<file path="src/rtl/eth_vlg_pkg.sv">
// Shared types for the eth_vlg transmit/receive arbitration blocks.
// Arbitration mode and arbiter FSM state encodings.
package eth_vlg_pkg;

  typedef enum logic {
    ARB_PRIO,
    ARB_RR
  } arb_mode_t;

  typedef enum logic [1:0] {
    IDLE,
    GRANT,
    PEND,
    XFER
  } arb_fsm_t;

endpackage

</file>
<file path="src/rtl/eth_vlg_arb_pick.sv">
// Combinational winner select over N request lines.
// Fixed priority (lowest index) or round-robin starting at ptr.
module eth_vlg_arb_pick
  import eth_vlg_pkg::*;
#(
  parameter int N = 4
)(
  input  logic [N-1:0]         rdy,
  input  logic [$clog2(N)-1:0] ptr,
  input  arb_mode_t            mode,
  output logic [$clog2(N)-1:0] idx,
  output logic                 vld
);

  localparam int IW = $clog2(N);

  // scan from the start point, first pending channel wins
  always_comb begin
    int j;
    idx = '0;
    vld = 1'b0;
    j   = 0;
    for (int k = 0; k < N; k++) begin
      if (mode == ARB_RR) j = (int'(ptr) + k) % N;
      else j = k;
      if (!vld && rdy[j]) begin
        idx = IW'(j);
        vld = 1'b1;
      end
    end
  end

endmodule

</file>
<file path="src/rtl/eth_vlg_tx_arb.sv">
// N-channel transmit arbiter/mux in front of the shared IPv4/MAC tx path.
// Per-packet lock, registered stream path, lock watchdog with error pulse.
module eth_vlg_tx_arb
  import eth_vlg_pkg::*;
#(
  parameter int        N             = 4,
  parameter int        W             = 64,
  parameter arb_mode_t MODE          = ARB_PRIO,
  parameter int        TIMEOUT_TICKS = 100000
)(
  input  logic                 clk,
  input  logic                 rst,
  input  logic [N*W-1:0]       meta,
  input  logic [N-1:0]         rdy,
  output logic [N-1:0]         req,
  output logic [N-1:0]         acc,
  output logic [N-1:0]         done,
  input  logic [N*8-1:0]       dat,
  input  logic [N-1:0]         val,
  input  logic [N-1:0]         sof,
  input  logic [N-1:0]         eof,
  output logic [W-1:0]         meta_mux,
  output logic [7:0]           dat_mux,
  output logic                 val_mux,
  output logic                 sof_mux,
  output logic                 eof_mux,
  output logic                 rdy_mux,
  input  logic                 req_mux,
  input  logic                 acc_mux,
  input  logic                 done_mux,
  output logic [$clog2(N)-1:0] sel,
  output logic                 busy,
  output logic                 timeout
);

  localparam int IW = $clog2(N);
  localparam int CW =
    (TIMEOUT_TICKS > 0) ? $clog2(TIMEOUT_TICKS + 1) : 1;
  localparam logic [CW-1:0] TO_LAST =
    (TIMEOUT_TICKS > 0) ? CW'(TIMEOUT_TICKS - 1) : '0;
  localparam logic [IW-1:0] LAST = IW'(N - 1);

  arb_fsm_t        r_state;
  arb_fsm_t        w_nxt;
  logic [IW-1:0]   r_sel;
  logic [IW-1:0]   r_ptr;
  logic [W-1:0]    r_meta;
  logic [CW-1:0]   r_cnt;
  logic [7:0]      r_dat;
  logic            r_val;
  logic            r_sof;
  logic            r_eof;
  logic [IW-1:0]   w_idx;
  logic            w_vld;
  logic            w_busy;
  logic            w_hold;
  logic            w_done;
  logic            w_to;
  logic            w_aband;

  eth_vlg_arb_pick #(.N(N)) u_pick (
    .rdy  (rdy),
    .ptr  (r_ptr),
    .mode (MODE),
    .idx  (w_idx),
    .vld  (w_vld)
  );

  assign w_busy  = (r_state != IDLE);
  assign w_hold  = (r_state == GRANT) || (r_state == PEND);
  assign w_done  = (r_state == XFER) && done_mux;
  assign w_aband = w_hold && !rdy[r_sel];
  assign w_to    = (TIMEOUT_TICKS > 0) && w_busy &&
                   (r_cnt == TO_LAST) && !w_done;

  // next state: grant, wait for accept, stream until done
  always_comb begin
    w_nxt = r_state;
    unique case (r_state)
      IDLE:  if (w_vld) w_nxt = GRANT;
      GRANT: begin
        if (w_aband) w_nxt = IDLE;
        else if (acc_mux) w_nxt = XFER;
        else if (req_mux) w_nxt = PEND;
      end
      PEND: begin
        if (w_aband) w_nxt = IDLE;
        else if (acc_mux) w_nxt = XFER;
      end
      XFER:  if (w_done) w_nxt = IDLE;
      default: w_nxt = IDLE;
    endcase
    if (w_to) w_nxt = IDLE;
  end

  // forward handshake lines to the granted channel only
  always_comb begin
    req = '0;
    acc = '0;
    done = '0;
    if (w_busy) begin
      req[r_sel] = req_mux;
      acc[r_sel] = acc_mux;
    end
    done[r_sel] = w_done;
  end

  // state, grant latch and round-robin pointer
  always_ff @(posedge clk) begin
    if (rst) begin
      r_state <= IDLE;
      r_sel   <= '0;
      r_ptr   <= '0;
      r_meta  <= '0;
    end else begin
      r_state <= w_nxt;
      if (r_state == IDLE && w_vld) begin
        r_sel  <= w_idx;
        r_meta <= meta[w_idx*W +: W];
      end
      if (w_done || w_to)
        r_ptr <= (r_sel == LAST) ? '0 : r_sel + 1'b1;
    end
  end

  // watchdog counts busy cycles, zero on entering idle
  always_ff @(posedge clk) begin
    if (rst) r_cnt <= '0;
    else if (w_busy && w_nxt != IDLE) r_cnt <= r_cnt + 1'b1;
    else r_cnt <= '0;
  end

  // registered stream path from the granted channel
  always_ff @(posedge clk) begin
    if (rst || r_state != XFER) begin
      r_dat <= '0;
      r_val <= 1'b0;
      r_sof <= 1'b0;
      r_eof <= 1'b0;
    end else begin
      r_dat <= dat[r_sel*8 +: 8];
      r_val <= val[r_sel];
      r_sof <= sof[r_sel];
      r_eof <= eof[r_sel];
    end
  end

  assign sel      = r_sel;
  assign busy     = w_busy;
  assign rdy_mux  = w_busy;
  assign timeout  = w_to;
  assign meta_mux = r_meta;
  assign dat_mux  = r_dat;
  assign val_mux  = r_val;
  assign sof_mux  = r_sof;
  assign eof_mux  = r_eof;

endmodule
</file>
<file path="config.mk">
export PLATFORM = sky130hd
export DESIGN_NAME = eth_vlg_tx_arb
export DESIGN_NICKNAME = d
export VERILOG_FILES = /design/src/rtl/eth_vlg_pkg.sv /design/src/rtl/eth_vlg_arb_pick.sv /design/src/rtl/eth_vlg_tx_arb.sv
export SDC_FILE = /design/constraint.sdc
export NUM_CORES = 1
export LEC_CHECK = 0
export BUFFER_PORTS_ARGS = -buffer_cell sky130_fd_sc_hd__clkbuf_2
export CORE_AREA = 3 3 157 159
export DETAILED_ROUTE_END_ITERATION = 8
export DIE_AREA = 0 0 160 162
export GPL_ROUTABILITY_DRIVEN = 0
export PLACE_DENSITY_LB_ADDON = 0.25
export SETUP_SLACK_MARGIN = 0.05
export SYNTH_ARGS = -nofsm -noshare
export SYNTH_HDL_FRONTEND = slang
export SYNTH_SLANG_ARGS = --single-unit
</file>
<file path="constraint.sdc">
create_clock -name clk -period 2.5 [get_ports clk]
set_input_delay 0.5 -clock clk [delete_from_list [all_inputs] [get_ports clk]]
set_output_delay 0.5 -clock clk [all_outputs]
set_load 0.005 [all_outputs]
</file>
; ---- After elaboration in Yosys (flattened, before gate mapping)
; Cells that the tools add are included.
[classes]
magnitude_cmp = 2
shift = 2
reduce_logical = 21
mux = 28
n_bitwise = 4
addsub = 1
n_eq_ne = 5
[op_table]
columns = cell, n
row1 = $shiftx A256 B9 Y64, 1
row2 = $shiftx A32 B6 Y8, 1
row3 = $mux W2, 10
row4 = $add A17 B1 Y17 const B, 1
row5 = $eq A17 B17 Y1 const B, 1
row6 = $and A4 B4 Y4, 3
row7 = $logic_and A1 B1 Y1, 10
row8 = $mux W1, 10
row9 = $bmux W1 S2, 4
row10 = $mux W4, 2
row11 = $pmux W2 S4, 1
row12 = $logic_not A1 Y1, 5
row13 = $eq A2 B2 Y1 const B, 2
row14 = $reduce_bool A2 Y1, 2
row15 = $lt A2 B3 Y1 const B, 1
row16 = $demux W1 S2, 1
row17 = $eq A2 B1 Y1 const B, 1
row18 = $ge A2 B1 Y1 const B, 1
row19 = $logic_not A2 Y1, 1
row20 = $logic_or A1 B1 Y1, 2
row21 = $ne A2 B2 Y1 const B, 1
row22 = $reduce_or A2 Y1, 1
row23 = $not A1 Y1, 1
[word_totals]
word_cells = 71
ff_bits = 96
in_bits = 309
output_inout_bits = 92

; ---- Longest topological paths before layout
; Gate-level depths: netlist (run 1).
[logic_depth]
ltp_word = 17
depth_mapped = 8

; ---- By module
; Synthesis (run 1) repeated with hierarchy kept, for this count alone.
[unflattened]
cells_unflattened = 591
hier_area_um2 = 5840.6
[modules_own_cells]
columns = mod, seq_area_each_um2, instances, cells_each, area_each_um2
row1 = eth_vlg_tx_arb, 1961.9, 1, 555, 5590.4
row2 = eth_vlg_arb_pick, 0.0, 1, 36, 250.2

; ---- Worst setup path after synthesis (run 1)
; OpenSTA, ideal clock, no wires.
[synth_path]
path_type = flip-flop to flip-flop
from = register r_state[0]
to = register r_cnt[4]
path_buffers = 2
path_slack_ns = 0.232
arrival_time_ns = 2.120
t_required_ns = 2.352
stages_incl_launch_ff = 9
setup_time_ns = 0.148
path_cell_list = dfxtp_1 inv_1 ha_1 buf_4 or3_1 or4_4 o211ai_4 buf_8 a211oi_1
[synth_via]
elab_chain_len = 10
elab_cells_between_ends = 24
classes_between = eq/ne (3) / mux (9) / bitwise (1) / reduce/logical (11)
[synth_rtl]
columns = element, line_no
row1 = start: declaration, eth_vlg_tx_arb.sv:43  ; arb_fsm_t r_state;
row2 = start signal: assignment, eth_vlg_tx_arb.sv:116  ; r_state <= w_nxt;
row3 = $eq A2 B1 Y1 or $eq A2 B2 Y1 (tied branches), "eth_vlg_tx_arb.sv:70, eth_vlg_tx_arb.sv:79"
row4 = $logic_or A1 B1 Y1, eth_vlg_tx_arb.sv:70  ; assign w_hold = (r_state == GRANT) || (r_state == PEND);
row5 = $logic_and A1 B1 Y1, eth_vlg_tx_arb.sv:72  ; assign w_aband = w_hold && !rdy[r_sel];
row6 = "$mux W2, on equally long branches", "eth_vlg_tx_arb.sv:87, eth_vlg_tx_arb.sv:82"
row7 = $pmux W2 S4, eth_vlg_tx_arb.sv:79  ; unique case (r_state)
row8 = $mux W2, eth_vlg_tx_arb.sv:93  ; if (w_to) w_nxt = IDLE;
row9 = $reduce_bool A2 Y1, eth_vlg_tx_arb.sv:129  ; else if (w_busy && w_nxt != IDLE) r_cnt <= r_cnt + 1'b1;
row10 = $logic_and A1 B1 Y1 *, eth_vlg_tx_arb.sv:129
row11 = $not A1 Y1 (no source line) *, --
row12 = $reduce_or A2 Y1 (no source line) *, --
row13 = end signal: assignment, eth_vlg_tx_arb.sv:129
row14 = end: declaration, eth_vlg_tx_arb.sv:48  ; logic [CW-1:0] r_cnt;
; Mark *: on every way between the ends. The rest lies on a longest branch, timed or not.
; A chain may end at the register's enable or synchronous reset.

; ---- Final worst setup path (run 1)
[layout_path]
from = register r_state[0]
to = output timeout
[layout_via]
elab_chain_len = 4
elab_cells_between_ends = 6
classes_between = eq/ne (1) / reduce/logical (5)
[layout_rtl]
columns = element, line_no
row1 = $eq A2 B2 Y1, eth_vlg_tx_arb.sv:71  ; assign w_done = (r_state == XFER) && done_mux;
row2 = $logic_and A1 B1 Y1, eth_vlg_tx_arb.sv:71
row3 = $logic_not A1 Y1, eth_vlg_tx_arb.sv:74  ; (r_cnt == TO_LAST) && !w_done;
row4 = $logic_and A1 B1 Y1 *, eth_vlg_tx_arb.sv:74
row5 = end: declaration, eth_vlg_tx_arb.sv:33  ; output logic timeout
; Marks and branches as above.

==> results of run 1 <==
flip-flops by register name, summed over array words and instances, names as in the netlist:
signal and count:
meta_mux 64, sof_mux 1, eof_mux 1, val_mux 1, sel 2, dat_mux 8, r_state 2, r_cnt 17
worst max-delay path: cells and delay by family, from the launching register on:
family | cells | cell delay (ps)
adder cells (fa/ha/maj) | 1 | 180
AND/OR/NAND/NOR | 3 | 800
buffers and inverters | 2 | 180
flip-flops | 1 | 380
routing by layer:
| layer | track usage (%) | wire [microns] | share of wire [%] | vias up |
|---|---|---|---|---|
| met2 | 26.0 | 10300 | 51 | 257 |
| met4 | 4.54 | 384 | 1.9 | 2 |
| met3 | 4.13 | 1500 | 7.5 | 22 |
| met1 | 17.5 | 7820 | 39 | 2429 |
| met5 | 0 | 13 | 0.065 | - |
| li1 | - | - | - | 2457 |
cells in the mapped netlist (all sizes together) (2+ instances only):
master | number | area, sq um
a211oi | 17 | 128
a221oi | 2 | 23.8
a22o | 64 | 561
and2 | 2 | 12.5
and3 | 12 | 75.1
and4 | 3 | 26.3
buf | 16 | 100
clkbuf | 22 | 82.6
dfxtp | 96 | 1920
ha | 5 | 62.6
inv | 6 | 22.5
mux2i | 2 | 20.0
mux4 | 75 | 1690
nand2 | 9 | 33.8
nand2b | 2 | 12.5
nand3 | 6 | 30.0
nand4 | 6 | 37.5
nor2 | 16 | 60.1
nor2b | 2 | 12.5
nor3 | 7 | 35.0
nor4 | 6 | 37.5
o21ai | 2 | 10.0
or4 | 3 | 26.3
xnor2 | 9 | 78.8
xor2 | 6 | 52.6
cells by family after synthesis:
group | count (synthesis) | synth area share, %
DFF | 96 | 36.4
buffers and inverters | 45 | 3.96
and+or+nand+nor | 78 | 8.16
adders and majority gates | 5 | 1.19
muxes | 78 | 32.6
xor gates and xnor gates | 15 | 2.49
AOI/OAI and AO/OA | 92 | 15.2
path summary, 6_finish.rpt:
kind | endpoint | slack, ps | depth (start not counted)
worst max-delay path | timeout | 120 | 6
worst min-delay path | sel[0]$_SDFFE_PP0P_ | 480 | 2
worst max register to register | r_cnt[16]$_SDFF_PP0_ | 460 | 7
worst min register to register | meta_mux[52]$_SDFFE_PP0P_ | 480 | 1
cell usage in the layout (no fill, tap or decap), types with 9 or more instances in the layout:
cell,Yosys,layout
clkbuf_16,0,9
a211oi_1,17,17
xnor2_1,9,9
a22o_1,64,64
nand2_1,9,9
nor2_1,16,15
dfxtp_1,96,94
and3_1,12,12
clkbuf_2,0,400
mux4_2,75,75
layout make-up:
class / count / area [sq um] / area share (%)
diodes: 1 / 2.50 / 0.0311
clock buffers: 10 / 239 / 2.97
repair buffers: 415 / 2200 / 27.3
inverters: 7 / 30.0 / 0.373
multi-input cells: 268 / 3190 / 39.7
clock inverters: 5 / 57.6 / 0.715
well taps: 319 / 399 / 4.96
flip-flops and latches: 96 / 1930 / 24.0
metrics by stage:
stage	hold slack [ps]	power, uW	cells	instance area (sq um)	util [%]
detailed placement	465	2890	1105	7720	33.0
floorplan	458	2320	409	5280	-
finish	475	4240	1121	8050	34.4
CTS	460	4330	1120	8030	34.3
global placement	462	2880	1105	7720	33.0
global route	469	4490	1121	8050	34.4
power breakdown:
part	internal, uW	leakage (uW)	switching (uW)	total (uW)
combinational	626	0.00282	466	1090
clock	798	0.000148	607	1400
sequential	1660	0.000789	80.5	1740
repair_timing:
item                       in CTS  in global routing
pin swaps                       1                  1
setup endpoints to repair       2                  3
resized for setup               3                  6
gates cloned                    0                  0
==> flow_metrics.tcl, run 1 <==
set metrics [dict create \
    ys_types 44 \
    crit_arrival_ps 1880 \
    critical_path.slowest_cell "dfxtp_4" \
    syn_inst 409 \
    fmax_ghz 0.421 \
    clock_sinks 96 \
    vias 5167 \
    fin_skew_ps 7.88 \
    synthFlopType "dfxtp_1" \
    cts_hold_buffers 0 \
    syn_area_per_cell_sq_um 12.9 \
    grt_pass1_wl_microns 30000 \
    die_x_microns 160 \
    wire_per_inst_microns 17.9 \
    track_usage_pct 14.8 \
    ys_ff_latch 96 \
    post-route-min-period_ps 2380 \
    synth-edff-count 0 \
    fin_crit_sh_pct 95.1 \
    post-cts-setup-buffer-count 0 \
    cts_max_level 3 \
    vias_per_cell 4.61 \
    fin_ws_ps 122 \
    yosys_warnings 0 \
    clk_path_buf_depth 2 \
    synth_area_sq_um 5280 \
    cp-start-kind "register" \
    ys_seq_area_share_pct 36.4 \
    core_sq_um 23400 \
    cp_max_fo 6 \
    drive_gt1_share_pct 65.2 \
    fin_nets 1111 \
    path_cells "inv_1, ha_2, or3_4, nor4_2, and4_1, clkbuf_2" \
    grt_overflow_total 0 \
    power.density_nw_per_um2 527 \
    cts_tree "done" \
    clk_pin_slew_ps 60 \
    timing.final.hold_violations 0 \
    crit_start "r_state[0]$_SDFF_PP0_" \
    status "finished, final reports clean" \
    routed_wl_microns 20000 \
    maxSlewHeadroom_pct 70.1 \
    reg2reg_from "r_state[0]$_SDFF_PP0_" \
    die_y_microns 162 \
    core.rowCount 56 \
    worstSetupPathType "register to output port" \
    hold_class "input port to register" \
    critPathMaxStageDelay_ps 380 \
    setup-tns-final_ps 0 \
    required_ps 2000 \
    clock-root-buffer "clkbuf_16" \
    ios 401 \
    leakagePower_uw 0.00375 \
    syn_nets 723 \
    ant_nets 0 \
    drt_first_iter_violations 212 \
    worstSkewPairLatency_ps 340 \
    drtPass1Iterations 4 \
    worstMarginPinSlew_ps 449 \
    start_util_pct 22.5 \
    dp_hpwl_microns 16400 \
    area_growth_pct 52.7 \
    end_kind "output port" \
    route.detailed.drc 0 \
    setup-violations-final 0 \
    antenna_found_initial 2 \
    drv_slew 0 \
    grt_pass1_vias 5255 \
    worstHoldStart "rst" \
    cts_buffers 9 \
    peakVddDrop_uv 224 \
    dieArea_sq_um 25900 \
    synthArstFlopShare_pct 0 \
    grt_max_degree 40 \
    io_buffer_count 400 \
    pre_cts_slack_ps 290 \
    timing.max_cap.violations 0 \
    rsz0062_at_grt "yes" \
    filler_cell_count 2450 \
]
No activity file was read; power rests on OpenSTA's default activity.
==> inputs of run 2 (changes only) <==
Settings changed: CELL_PAD_IN_SITES_DETAIL_PLACEMENT from default to 1, CELL_PAD_IN_SITES_GLOBAL_PLACEMENT from default to 2, CORE_AREA 3 3 157 159 to default, CORE_MARGIN from default to 3, CORE_UTILIZATION from default to 23, DIE_AREA 0 0 160 162 to default, SLEW_MARGIN from default to 25.
==> run 2 against run 1 <==
Effect of this change:
- cell count shrank 2.9%
- sequential power is essentially flat
- global-route usage grew 2.4 points
- critical path type unchanged
- largest cell class unchanged
- wire length grew 15%
- critical path depth shrank 2
==> flow_metrics.tcl, run 2 (synthesized netlist as in run 1, its figures left out) <==
set metrics [dict create \
    fin_crit_sh_pct 94.3 \
    worstHoldStart "rst" \
    clock_sinks 96 \
    dieArea_sq_um 24800 \
    fin_nets 1117 \
    end_kind "output port" \
    min_to "sel[1]$_SDFFE_PP0P_" \
    power.density_nw_per_um2 539 \
    required_ps 2000 \
    maxSlewHeadroom_pct 67.7 \
    clk_pin_slew_ps 70 \
    drive_gt1_share_pct 65.5 \
    grt_pass1_wl_microns 32900 \
    grt_max_degree 59 \
    r2r_setup_slack_ps 310 \
    vias_per_cell 4.94 \
    cp_max_fo 5 \
    fin_ws_ps 143 \
    grt.busiest_layer "met2" \
    post-cts-setup-buffer-count 0 \
    io_buffer_count 400 \
    grt_util_met1_pct 20.6 \
    die_y_microns 157 \
    start_util_pct 23.8 \
    antenna_found_initial 0 \
    worstMarginPinSlew_ps 484 \
    cts_tree "done" \
    setup-tns-final_ps 0 \
    reg2reg_from "r_state[0]$_SDFF_PP0_" \
    track_usage_pct 17.2 \
    layout_common_cells "clkbuf_2 (400), dfxtp_1 (92), mux4_2 (75), a22o_1 (64), a211oi_1 (17)" \
    drv_slew 0 \
    dp_hpwl_microns 19100 \
    grt_pass1_vias 5792 \
    pre_cts_slack_ps 192 \
    antennaDiodeCount 0 \
    worstSetupPathType "register to output port" \
    register_area_sq_um 1930 \
    clock-root-buffer "clkbuf_16" \
    ios 401 \
    grt_overflow_total 0 \
    timing.final.hold_violations 0 \
    r2r-end "r_cnt[8]$_SDFF_PP0_" \
    multi_input_area_sq_um 3190 \
    die_x_microns 157 \
    setup-violations-final 0 \
    dpl_cell_area_sq_um 7710 \
    fin_skew_ps 8.82 \
    totalPowerFinal_uw 4340 \
    design_area_sq_um 8050 \
    status "finished, final reports clean" \
    r2r_cells 7 \
    core_sq_um 22200 \
    area_growth_pct 52.7 \
    filler_cell_count 2561 \
    route.detailed.drc 0 \
    peakVddDrop_uv 233 \
    vias 5379 \
    grt_util_met3_pct 3.96 \
    cts_max_level 3 \
    met2_usage_pct 30.9 \
    largest_register_ffs 64 \
    crit_arrival_ps 1860 \
    final_common_cell "clkbuf_2" \
    worstSkewPairLatency_ps 340 \
    cts_hold_buffers 0 \
    cts_buffers 9 \
    clk_path_buf_depth 2 \
    wire_per_inst_microns 21.2 \
    post-route-min-period_ps 2360 \
    hold_class "input port to register" \
    ant_nets 0 \
    drt_first_iter_violations 242 \
    cp-start-kind "register" \
    leakagePower_uw 0.00378 \
    timing.max_cap.violations 0 \
    fmax_ghz 0.424 \
    rsz0062_at_grt "yes" \
    core.rowCount 54 \
    worst_hold_slack_ps 446 \
    drtPass1Iterations 4 \
    hold_depth 2 \
    routed_wl_microns 23100 \
]
## run 2: metrics by stage
step | cells | utilization, %
floorplan | 409 | -
global placement | 1072 | 34.8
detailed placement | 1072 | 34.8
CTS | 1088 | 36.3
global route | 1088 | 36.3
finish | 1088 | 36.3
## run 2: final cells by class
class	instances	area share (%)
clock inverter	3	0.590
sequential	96	24.0
timing repair buffer	421	27.8
tap	280	4.35
clock buffer	13	3.36
inverter	7	0.373
multi-input combinational	268	39.6
## run 2: how the worst max path moves through the flow
| stage | start | to | slack (ps) | cells after the start |
|---|---|---|---|---|
| after floorplan | r_state[0]$_SDFF_PP0_ | r_cnt[4]$_SDFF_PP0_ | 230 | 8 |
| after global placement | r_state[0]$_SDFF_PP0_ | timeout | 300 | 6 |
| after detailed placement | r_state[0]$_SDFF_PP0_ | r_cnt[8]$_SDFF_PP0_ | 190 | 7 |
| after CTS | r_cnt[11]$_SDFF_PP0_ | timeout | 50 | 4 |
| after global routing | r_state[1]$_SDFF_PP0_ | timeout | 60 | 6 |
| final | r_cnt[11]$_SDFF_PP0_ | timeout | 140 | 4 |
## run 2: timing repair
| action | in CTS | in global routing |
|---|---|---|
| gates resized for setup | 4 | 5 |
| pin swaps | 2 | 1 |
| endpoints found under the setup margin | 3 | 9 |
## run 2: worst max-delay path, stage by stage (launching register included)
cell	delay [ps]
dfxtp_2	350
or4_4	550
nor4_2	260
and4_1	230
clkbuf_2	120
## run 2: metal layers
layer	up-vias	wire length [microns]	share of wire [%]
li1	2474	-	-
met1	2635	8990	39
met2	249	11900	52
met3	21	1750	7.6
met4	0	388	1.7
met5	-	0	0
## run 2: report_power, final
group / internal [uW] / leakage [uW] / switching, uW
sequential: 1660 / 0.000790 / 80.5
combinational: 633 / 0.00284 / 495
clock: 865 / 0.000156 / 605
